**src/rtl/core_pkg.sv**
```systemverilog
// Shared core types: store sizes, store-align FSM states and the byte-enable
// helper also used by the load path.
package core_pkg;

    typedef enum logic [1:0] {
        SZ_B = 2'd0,
        SZ_H = 2'd1,
        SZ_W = 2'd2,
        SZ_D = 2'd3
    } store_size_e;

    typedef enum logic [1:0] {
        ST_IDLE  = 2'd0,
        ST_BEAT0 = 2'd1,
        ST_BEAT1 = 2'd2
    } store_state_e;

    // Wide enough for a 64-bit word pair (2*8 byte lanes).
    localparam int unsigned BE_WIDE_W = 16;

    // Enables for (1 << size) bytes starting at byte offset ofs.
    function automatic logic [BE_WIDE_W-1:0] be_wide_f(input logic [1:0] size,
                                                       input logic [2:0] ofs);
        logic [BE_WIDE_W-1:0] ones;
        ones = (BE_WIDE_W'(1) << (4'd1 << size)) - BE_WIDE_W'(1);
        return ones << ofs;
    endfunction

endpackage

```
**src/rtl/store_lane_shifter.sv**
```systemverilog
// Combinational lane shifter: places the low size bytes of the store operand
// at their byte offset inside a two-word window and builds matching enables.
module store_lane_shifter
    import core_pkg::*;
#(
    parameter int unsigned DATA_W = 32
) (
    input  logic [1:0]                  size,
    input  logic [$clog2(DATA_W/8)-1:0] ofs,
    input  logic [DATA_W-1:0]           data,
    output logic [2*DATA_W-1:0]         wdata_wide,
    output logic [2*(DATA_W/8)-1:0]     be_wide
);

    localparam int unsigned NB = DATA_W / 8;

    logic [NB-1:0]     lane_mask;
    logic [DATA_W-1:0] data_masked;

    assign lane_mask = NB'(be_wide_f(size, 3'd0));

    // Drop operand bytes above the store size so they never reach memory.
    always_comb begin
        data_masked = '0;
        for (int i = 0; i < int'(NB); i++) begin
            data_masked[8*i +: 8] = lane_mask[i] ? data[8*i +: 8] : 8'h00;
        end
    end

    assign wdata_wide = {DATA_W'(0), data_masked} << {ofs, 3'b000};
    assign be_wide    = (2*NB)'(be_wide_f(size, 3'(ofs)));

endmodule

```
**src/rtl/store_align_unit.sv**
```systemverilog
// Registered store formatter between execute and the data-memory port.
// Define MISALIGN_SPLIT_EN to split word-crossing stores into two beats.
module store_align_unit
    import core_pkg::*;
#(
    parameter int unsigned DATA_W = 32,
    parameter int unsigned ADDR_W = 32
) (
    input  logic                clk,
    input  logic                resetN,
    input  logic                reqValid,
    output logic                reqReady,
    input  logic [1:0]          storeSize,
    input  logic [ADDR_W-1:0]   storeAddr,
    input  logic [DATA_W-1:0]   storeData,
    output logic                memValid,
    input  logic                memReady,
    output logic [ADDR_W-1:0]   memAddr,
    output logic [DATA_W-1:0]   memWdata,
    output logic [DATA_W/8-1:0] memBe,
    output logic                storeDone,
    output logic                misalignErr
);

    localparam int unsigned NB    = DATA_W / 8;
    localparam int unsigned OFS_W = $clog2(NB);

    store_state_e state_q, state_d;

    logic [OFS_W-1:0]    ofs_c;
    logic [ADDR_W-1:0]   base_addr_c;
    logic [2*DATA_W-1:0] wdata_wide_c;
    logic [2*NB-1:0]     be_wide_c;
    logic                cross_c;
    logic                bad_size_c;
    logic                reject_c;
    logic                load0_c;
    logic                done_c;
    logic                err_c;

    assign ofs_c       = storeAddr[OFS_W-1:0];
    assign base_addr_c = {storeAddr[ADDR_W-1:OFS_W], OFS_W'(0)};
    assign cross_c     = |be_wide_c[2*NB-1:NB];
    assign bad_size_c  = (storeSize == SZ_D) && (DATA_W != 64);

    store_lane_shifter #(.DATA_W(DATA_W)) u_shifter (
        .size       (storeSize),
        .ofs        (ofs_c),
        .data       (storeData),
        .wdata_wide (wdata_wide_c),
        .be_wide    (be_wide_c)
    );

`ifdef MISALIGN_SPLIT_EN
    logic                load1_c;
    logic                cross_q;
    logic [ADDR_W-1:0]   addr1_q;
    logic [DATA_W-1:0]   wdata1_q;
    logic [NB-1:0]       be1_q;

    assign reject_c = bad_size_c;
`else
    logic [3:0] size_bytes_c;
    logic       unaligned_c;
    logic       unused_hi;

    // Without splitting, anything not naturally aligned is refused outright.
    assign size_bytes_c = 4'd1 << storeSize;
    assign unaligned_c  = |(ofs_c & OFS_W'(size_bytes_c - 4'd1));
    assign reject_c     = bad_size_c | cross_c | unaligned_c;
    assign unused_hi    = ^wdata_wide_c[2*DATA_W-1:DATA_W];
`endif

    always_ff @(posedge clk or negedge resetN) begin
        if (!resetN) begin
            state_q <= ST_IDLE;
        end else begin
            state_q <= state_d;
        end
    end

    always_comb begin
        state_d = state_q;
        load0_c = 1'b0;
        done_c  = 1'b0;
        err_c   = 1'b0;
`ifdef MISALIGN_SPLIT_EN
        load1_c = 1'b0;
`endif
        case (state_q)
            ST_IDLE: begin
                if (reqValid) begin
                    if (reject_c) begin
                        err_c = 1'b1;
                    end else begin
                        state_d = ST_BEAT0;
                        load0_c = 1'b1;
                    end
                end
            end
            ST_BEAT0: begin
                if (memReady) begin
`ifdef MISALIGN_SPLIT_EN
                    if (cross_q) begin
                        state_d = ST_BEAT1;
                        load1_c = 1'b1;
                    end else
`endif
                    begin
                        state_d = ST_IDLE;
                        done_c  = 1'b1;
                    end
                end
            end
`ifdef MISALIGN_SPLIT_EN
            ST_BEAT1: begin
                if (memReady) begin
                    state_d = ST_IDLE;
                    done_c  = 1'b1;
                end
            end
`endif
            default: state_d = ST_IDLE;
        endcase
    end

    // Memory-facing registers; they double as the beat-0 holding registers.
    always_ff @(posedge clk or negedge resetN) begin
        if (!resetN) begin
            reqReady    <= 1'b1;
            memValid    <= 1'b0;
            storeDone   <= 1'b0;
            misalignErr <= 1'b0;
            memAddr     <= '0;
            memWdata    <= '0;
            memBe       <= '0;
        end else begin
            reqReady    <= (state_d == ST_IDLE);
            memValid    <= (state_d != ST_IDLE);
            storeDone   <= done_c;
            misalignErr <= err_c;
            if (load0_c) begin
                memAddr  <= base_addr_c;
                memWdata <= wdata_wide_c[DATA_W-1:0];
                memBe    <= be_wide_c[NB-1:0];
            end
`ifdef MISALIGN_SPLIT_EN
            else if (load1_c) begin
                memAddr  <= addr1_q;
                memWdata <= wdata1_q;
                memBe    <= be1_q;
            end
`endif
            else if (state_d == ST_IDLE) begin
                memAddr  <= '0;
                memWdata <= '0;
                memBe    <= '0;
            end
        end
    end

`ifdef MISALIGN_SPLIT_EN
    // Upper half of the window, held until beat 0 is accepted.
    always_ff @(posedge clk or negedge resetN) begin
        if (!resetN) begin
            cross_q  <= 1'b0;
            addr1_q  <= '0;
            wdata1_q <= '0;
            be1_q    <= '0;
        end else if (load0_c) begin
            cross_q  <= cross_c;
            addr1_q  <= base_addr_c + ADDR_W'(NB);
            wdata1_q <= wdata_wide_c[2*DATA_W-1:DATA_W];
            be1_q    <= be_wide_c[2*NB-1:NB];
        end
    end
`endif

endmodule

```
**config.mk**
```make
export PLATFORM = sky130hd
export DESIGN_NAME = store_align_unit
export DESIGN_NICKNAME = d
export VERILOG_FILES = /design/src/rtl/core_pkg.sv /design/src/rtl/store_lane_shifter.sv /design/src/rtl/store_align_unit.sv
export SDC_FILE = /design/constraint.sdc
export NUM_CORES = 1
export LEC_CHECK = 0
export ABC_AREA = 1
export CELL_PAD_IN_SITES_DETAIL_PLACEMENT = 0
export CELL_PAD_IN_SITES_GLOBAL_PLACEMENT = 1
export CORE_MARGIN = 3
export CORE_UTILIZATION = 28
export DETAILED_ROUTE_END_ITERATION = 8
export GPL_TIMING_DRIVEN = 0
export PLACE_DENSITY_LB_ADDON = 0.1
export SLEW_MARGIN = 20
export SYNTH_ARGS = -nofsm -noshare
export SYNTH_HDL_FRONTEND = slang
export SYNTH_SLANG_ARGS = --single-unit
export TNS_END_PERCENT = 20
```
**constraint.sdc**
```tcl
create_clock -name clk -period 1.3 [get_ports clk]
set_clock_uncertainty 0.1 [all_clocks]
set_input_delay 0.26 -clock clk [delete_from_list [all_inputs] [get_ports clk]]
set_output_delay 0.26 -clock clk [all_outputs]
set_load 0.01 [all_outputs]
```
==> impl_results.md <==
* Largest net degree at the start of global routing at 40
* DRC at 0
* Layout fillers at 1,363
* Root Driver: clkbuf_16
* Arr. time, crit path at 1.55 ns
* Syn. warnings at 0
* Layout cell share with drive strength beyond 1 at 24.3%
* Count of final setup violators at 55
* Placement Setup Slack at -1.26 ns
* Sink Count at 72
* Routed via count at 3,897
* Routed Wire Length at 13,200 µm
* Register area at 1800 µm²
* Maximum clock insertion buffer count at 2
* Post-Syn Area at between 3000 and 4000 µm²
* Worst hold path type: input port to flip-flop
* Library cells used by synthesis at 21
* Final Cycle Share at 106%
* Failing checks: setup timing
* DR iter-0 viols at 257
* Initial antenna violation count at 0
* Final min period at 1.38 ns
* Pwr Density at 1030 nW/µm²
* Top-Level Pins at between 100 and 150
* Worst Setup End Kind: flip-flop
* # H-tree levels at 3
* Hold_ws at 0.319 ns
* Startpoint types: input port
* Synthesis-to-layout area growth at 54.8%
* Die height at ~120 µm
* Vias per inst at 4.56
* Drt first pass iters at 4
* Syn avg cell area at 7.45 µm²
* Critical Setup Path Class: input port to flip-flop
* Fin area at 5810 µm²
* Vias in the first global route at 3,865
* Sw power at ~1500 µW
* Global-route wire length before repair at 20,800 µm
* Die width at 122 µm
* Initial Util at around 29%
* Core Util, Final at 45.2%
* Main synth FF type: dfrtp_1
* Final Net Count at approximately 750
* Flops & latches, synth at 72
* Area of the multi-input gates at 1680 µm²
* Logic gate share of total power at between 15 and 20%
* P_int at approximately 4500 µW
* VDD IR max at 0.000555 V
* Fraction of registers with async set/reset at 100%
* Worst Path Max Fanout at 5
* Reg2Reg Setup Slack at -0.05 ns
* Worst EP required at between 1 and 1.5 ns
* Post-synth EDFFs at 0
* DP Area at ~5500 µm²
* GPL Wtd Cong at roughly 0.83
* MaxCap Viol Count at 0
* Leading area contributor after synthesis: dfrtp_1
* Number of port buffers at 139
* Row cnt at 41
* Syn Inst Count at 504
* Sequential fraction of the synthesis area at between 40 and 50%
* TritonCTS clock tree: done
* Final hold violation count at 0
* Num CTS Buffers at 9
* DP HPWL at ~9600 µm
* DIE AREA at 14,800 µm²
* Sequential power share at 38.5%
* RSZ-0062 raised after global routing: yes
* Synth area leaders: dfrtp_1 (47%), nand2_1 (17%), nand4_1 (6.3%)
* ANT cells at 0
* Post-DRT Antenna Nets at 0
* DR WL/cell at around 15 µm
* Fin. max-slew vios at 0
* Peak Freq at 724 MHz
* Sw Share at 25.2%
* Static leakage at 0.00307 µW
* Clock power frac at roughly 44%
* PnR worst setup slack at -0.0803 ns
* Core Region at ~13,000 µm²
* Outcome: complete, but fails checks
* Grt ovf at 0
* Clk_lat worst skew at 0.33 ns
* GRT Util Overall at between 10% and 20%
* Clock Pin Slew Worst Setup and Hold Paths at 0.06 ns
* Post-synth top area share at a little under half
[path summary, 6_finish.rpt]
kind	start	to	cells after the start
setup / recovery	storeSize[1]	memAddr[26]	11
hold / removal	storeSize[1]	memBe[2]	5
setup reg to reg	state_q[1]	memWdata[1]	7
hold reg to reg	memAddr[12]	memAddr[12]	2
max in group asynchronous	resetN	memAddr[11]	3
min in group asynchronous	resetN	memValid	2
[through the flow]
step | std cells | power [µW] | setup TNS [ns]
after floorplan | 506 | 2760 | -14.72
final | 854 | 6010 | -2.49
after global placement | 817 | 3280 | -286.31
after detailed placement | 818 | 3290 | -84.07
after CTS | 841 | 6020 | -5.21
after global routing | 854 | 6310 | -7.39
[power by group through the flow]
stage,Clock (µW),Sequential (µW),Combinational (µW)
2_1_floorplan,0,2380,386
3_3_place_gp,0,2360,924
3_5_place_dp,0,2360,932
4_1_cts,2740,2320,965
5_1_grt,2860,2320,1130
6_report,2670,2320,1030
[cells in the final DEF, fill, tap and decap left out, types with 3 or more instances in the layout]
master	Yosys	routed
o21bai_1	28	28
clkbuf_2	0	11
buf_2	16	74
inv_1	50	46
nor2_1	47	44
nand2_1	175	172
dfrtp_1	71	70
o21ai_0	9	9
buf_6	0	16
buf_8	0	5
inv_2	3	4
nand4_1	38	38
conb_1	1	3
buf_4	6	21
a21oi_1	9	9
clkbuf_16	0	10
clkdlybuf4s50_1	0	64
nand3_1	31	29
[Yosys cell counts (6+ instances only)]
| cell type | count |
|---|---|
| nand2_1 | 175 |
| dfrtp_1 | 71 |
| inv_1 | 50 |
| nor2_1 | 47 |
| nand4_1 | 38 |
| nand3_1 | 31 |
| o21bai_1 | 28 |
| buf_2 | 16 |
| clkbuf_1 | 11 |
| a21oi_1 | 9 |
| o21ai_0 | 9 |
| buf_4 | 6 |
[cell type report]
| class | instances | area share (%) |
|---|---|---|
| repair buffers | 162 | 22.2 |
| inverters | 53 | 3.81 |
| clock buffers | 10 | 4.11 |
| well taps | 172 | 3.70 |
| clock inverters | 5 | 1.40 |
| flip-flops and latches | 72 | 31.0 |
| multi-input cells | 345 | 28.9 |
| plain buffers | 35 | 4.86 |
[layer usage]
metal	share of wire (%)	track usage [%]	routed length, µm
met5	0	0	0
met4	1.5	5.74	200
met3	5.8	3.48	762
met2	47	28.7	6190
met1	46	25.1	6050
[sequential cells by signal, indices dropped and copies added (netlist names)]
| signal | count |
|---|---|
| memAddr | 30 |
| memBe | 4 |
| memValid | 1 |
| memWdata | 32 |
| misalignErr | 1 |
| reqReady | 1 |
| state_q | 2 |
| storeDone | 1 |
[cells by family (layout without fill, tap and decap cells)]
group | after synthesis | after routing | synth area share (%)
buffers and inverters | 89 | 265 | 10.0
other | 1 | 3 | 0.0998
flip-flops | 72 | 72 | 48.0
AO/OA/AOI/OAI | 49 | 49 | 8.73
AND/OR/NAND/NOR | 292 | 292 | 32.8
adder cells (fa/ha/maj) | 1 | 1 | 0.333
[critical path, stage by stage]
cell and delay [ns]:
buf_12 0.09, inv_8 0.04, nand2_8 0.07, inv_4 0.04, ha_4 0.26, nand2_4 0.05, o21bai_4 0.26, buf_6 0.19
clkbuf_16 0.14, nand4_1 0.07, nand2_1 0.07
[timing repair]
item / 4_1_cts / 5_1_grt
endpoints found under the hold margin: 32 / 0
pin swaps: 4 / 9
gates resized for setup: 325 / 39
hold buffers: 1 / 0
cloned: 0 / 3
setup buffers: 7 / 11
endpoints found under the setup margin: 140 / 80
Note: power is estimated with default switching activity, not from simulation.
==> edit, RTL diff (config.mk and constraints unchanged) <==
Put one more register stage on the output `storeDone`, with the module's reset. The value now appears one clock later. The other outputs are not delayed to match.
--- a/src/rtl/store_align_unit.sv
+++ b/src/rtl/store_align_unit.sv
@@ -24,6 +24,8 @@
 
     localparam int unsigned NB    = DATA_W / 8;
     localparam int unsigned OFS_W = $clog2(NB);
+
+    logic storeDone_s0;
 
     store_state_e state_q, state_d;
 
@@ -129,7 +131,7 @@
         if (!resetN) begin
             reqReady    <= 1'b1;
             memValid    <= 1'b0;
-            storeDone   <= 1'b0;
+            storeDone_s0 <= 1'b0;
             misalignErr <= 1'b0;
             memAddr     <= '0;
             memWdata    <= '0;
@@ -137,7 +139,7 @@
         end else begin
             reqReady    <= (state_d == ST_IDLE);
             memValid    <= (state_d != ST_IDLE);
-            storeDone   <= done_c;
+            storeDone_s0 <= done_c;
             misalignErr <= err_c;
             if (load0_c) begin
                 memAddr  <= base_addr_c;
@@ -176,5 +178,13 @@
     end
 `endif
 
+    always_ff @(posedge clk or negedge resetN) begin
+        if (!resetN) begin
+            storeDone <= '0;
+        end else begin
+            storeDone <= storeDone_s0;
+        end
+    end
+
 endmodule
 
Function: changed (Yosys sat finds a counterexample within 4 cycles, from zero or initial values and one cycle with resetN low).
==> edit against the original RTL <==
The run still ends with negative setup slack left. First-iteration DRC count rose by 25%. Total power is 5.8% lower. Wire length is 1.1% higher. Design area shrank 0.69%. Area after synthesis is 0.67% higher. Sequential cell count is 1 higher. Worst setup slack improved by 0.0084 ns. Maximum frequency grew 0.61%. Via count down 0.54%. Critical path type is now register to register. Critical endpoint is now memWdata[8].
==> edit: results <==
export IMPL_finalNetCount=743
export IMPL_hold_depth=0
export IMPL_vias=3876
export IMPL_use_met2=0.266
export IMPL_violations="negative setup slack"
export IMPL_startpoint="state_q[1]"
export IMPL_routed_wl_um=13400
export IMPL_nFillCells=1374
export IMPL_yosys_top_cells_area="dfrtp_1, nand2_1, nand4_1"
export IMPL_cp_arrival_ns=1.52
export IMPL_first_global_vias=3801
export IMPL_track_usage=0.183
export IMPL_netlist_instances=505
export IMPL_dr_pass1_iters=5
export IMPL_synth_common_cells="nand2_1, dfrtp_1, inv_1, nor2_1, nand4_1"
export IMPL_use_met1=0.273
export IMPL_status="complete, but fails checks"
export IMPL_dp_cells=819
export IMPL_r2r_end="memWdata[8]"
export IMPL_place_ws_ns=-1.26
export IMPL_cp_end_kind="register"
export IMPL_vias_per_cell=4.57
export IMPL_yosysSeqAreaShare=0.483
export IMPL_cp_top_family="flip-flops"
export IMPL_setup_violations=32
export IMPL_drt_iter0_drc=322
export IMPL_dp_hpwl_um=9630
export IMPL_drive_above_1_share=0.236
export IMPL_slowest_stage="dfrtp_1"
export IMPL_slowest_delay_ns=0.37
export IMPL_grt_pass1_wl_um=21100
export IMPL_vdd_drop_max_mv=0.527
export IMPL_gp_congestion=0.806
export IMPL_grt_start_max_net_pins=47
export IMPL_min_delay_start="storeDone_s0"
export IMPL_layout_setup_ws_ns=-0.0718
export IMPL_power_leakage_nw=3.05
==> edit: changes by cell type after synthesis, sizes merged <==
cell / unedited run / this run
dfrtp: 71 / 72
==> edit: routing by layer <==
metal	up-vias	routed length (um)
li1	1935	-
met1	1801	6450
met2	130	5900
met3	10	905
met4	0	97
met5	-	0
==> edit: cell type report <==
| cell class | instances | area share |
|---|---|---|
| multi-input combinational | 345 | 0.292 |
| clock buffer | 11 | 0.0403 |
| tap | 172 | 0.0373 |
| buffer | 35 | 0.0546 |
| clock inverter | 5 | 0.00563 |
| inverter | 53 | 0.0388 |
| sequential | 73 | 0.317 |
| timing repair buffer | 155 | 0.215 |
==> edit: worst min-delay path by stage <==
stage                   end  slack (ns)
6_report          storeDone        0.25
5_1_grt           storeDone        0.26
3_3_place_gp      storeDone        0.24
3_5_place_dp   memWdata[25]        0.12
4_1_cts           storeDone        0.25
2_1_floorplan   memAddr[10]       -0.14
==> edit: through the flow <==
step	setup TNS (ns)	power, mW	cell area [um2]
detailed placement	-83.56	3.33	5500
global route	-6.23	5.92	5770
global placement	-289.54	3.32	5480
floorplan	-14.72	2.80	3870
CTS	-3.65	5.71	5730
finish	-1.39	5.66	5770
==> edit: where the power goes <==
group | switching [mW] | internal, mW
logic | 0.548 | 0.480
registers | 0.0260 | 2.32
clock network | 0.997 | 1.29
total | 1.57 | 4.09
==> edit: cells by family after synthesis <==
family                   Yosys count  share of synthesized area
AO/OA/AOI/OAI                     49                     0.0867
adder cells (fa/ha/maj)            1                    0.00331
buffers and inverters             89                     0.0996
flip-flops                        73                      0.483
other                              1                   0.000992
AND/OR/NAND/NOR                  292                      0.326
==> edit: repair_timing <==
action | in CTS | in global routing
pin swaps | 9 | 14
hold buffers | 1 | 0
setup endpoints to repair | 140 | 73
cloned | 2 | 0
resized for setup | 355 | 20
setup buffers | 10 | 2
endpoints found under the hold margin | 26 | 0
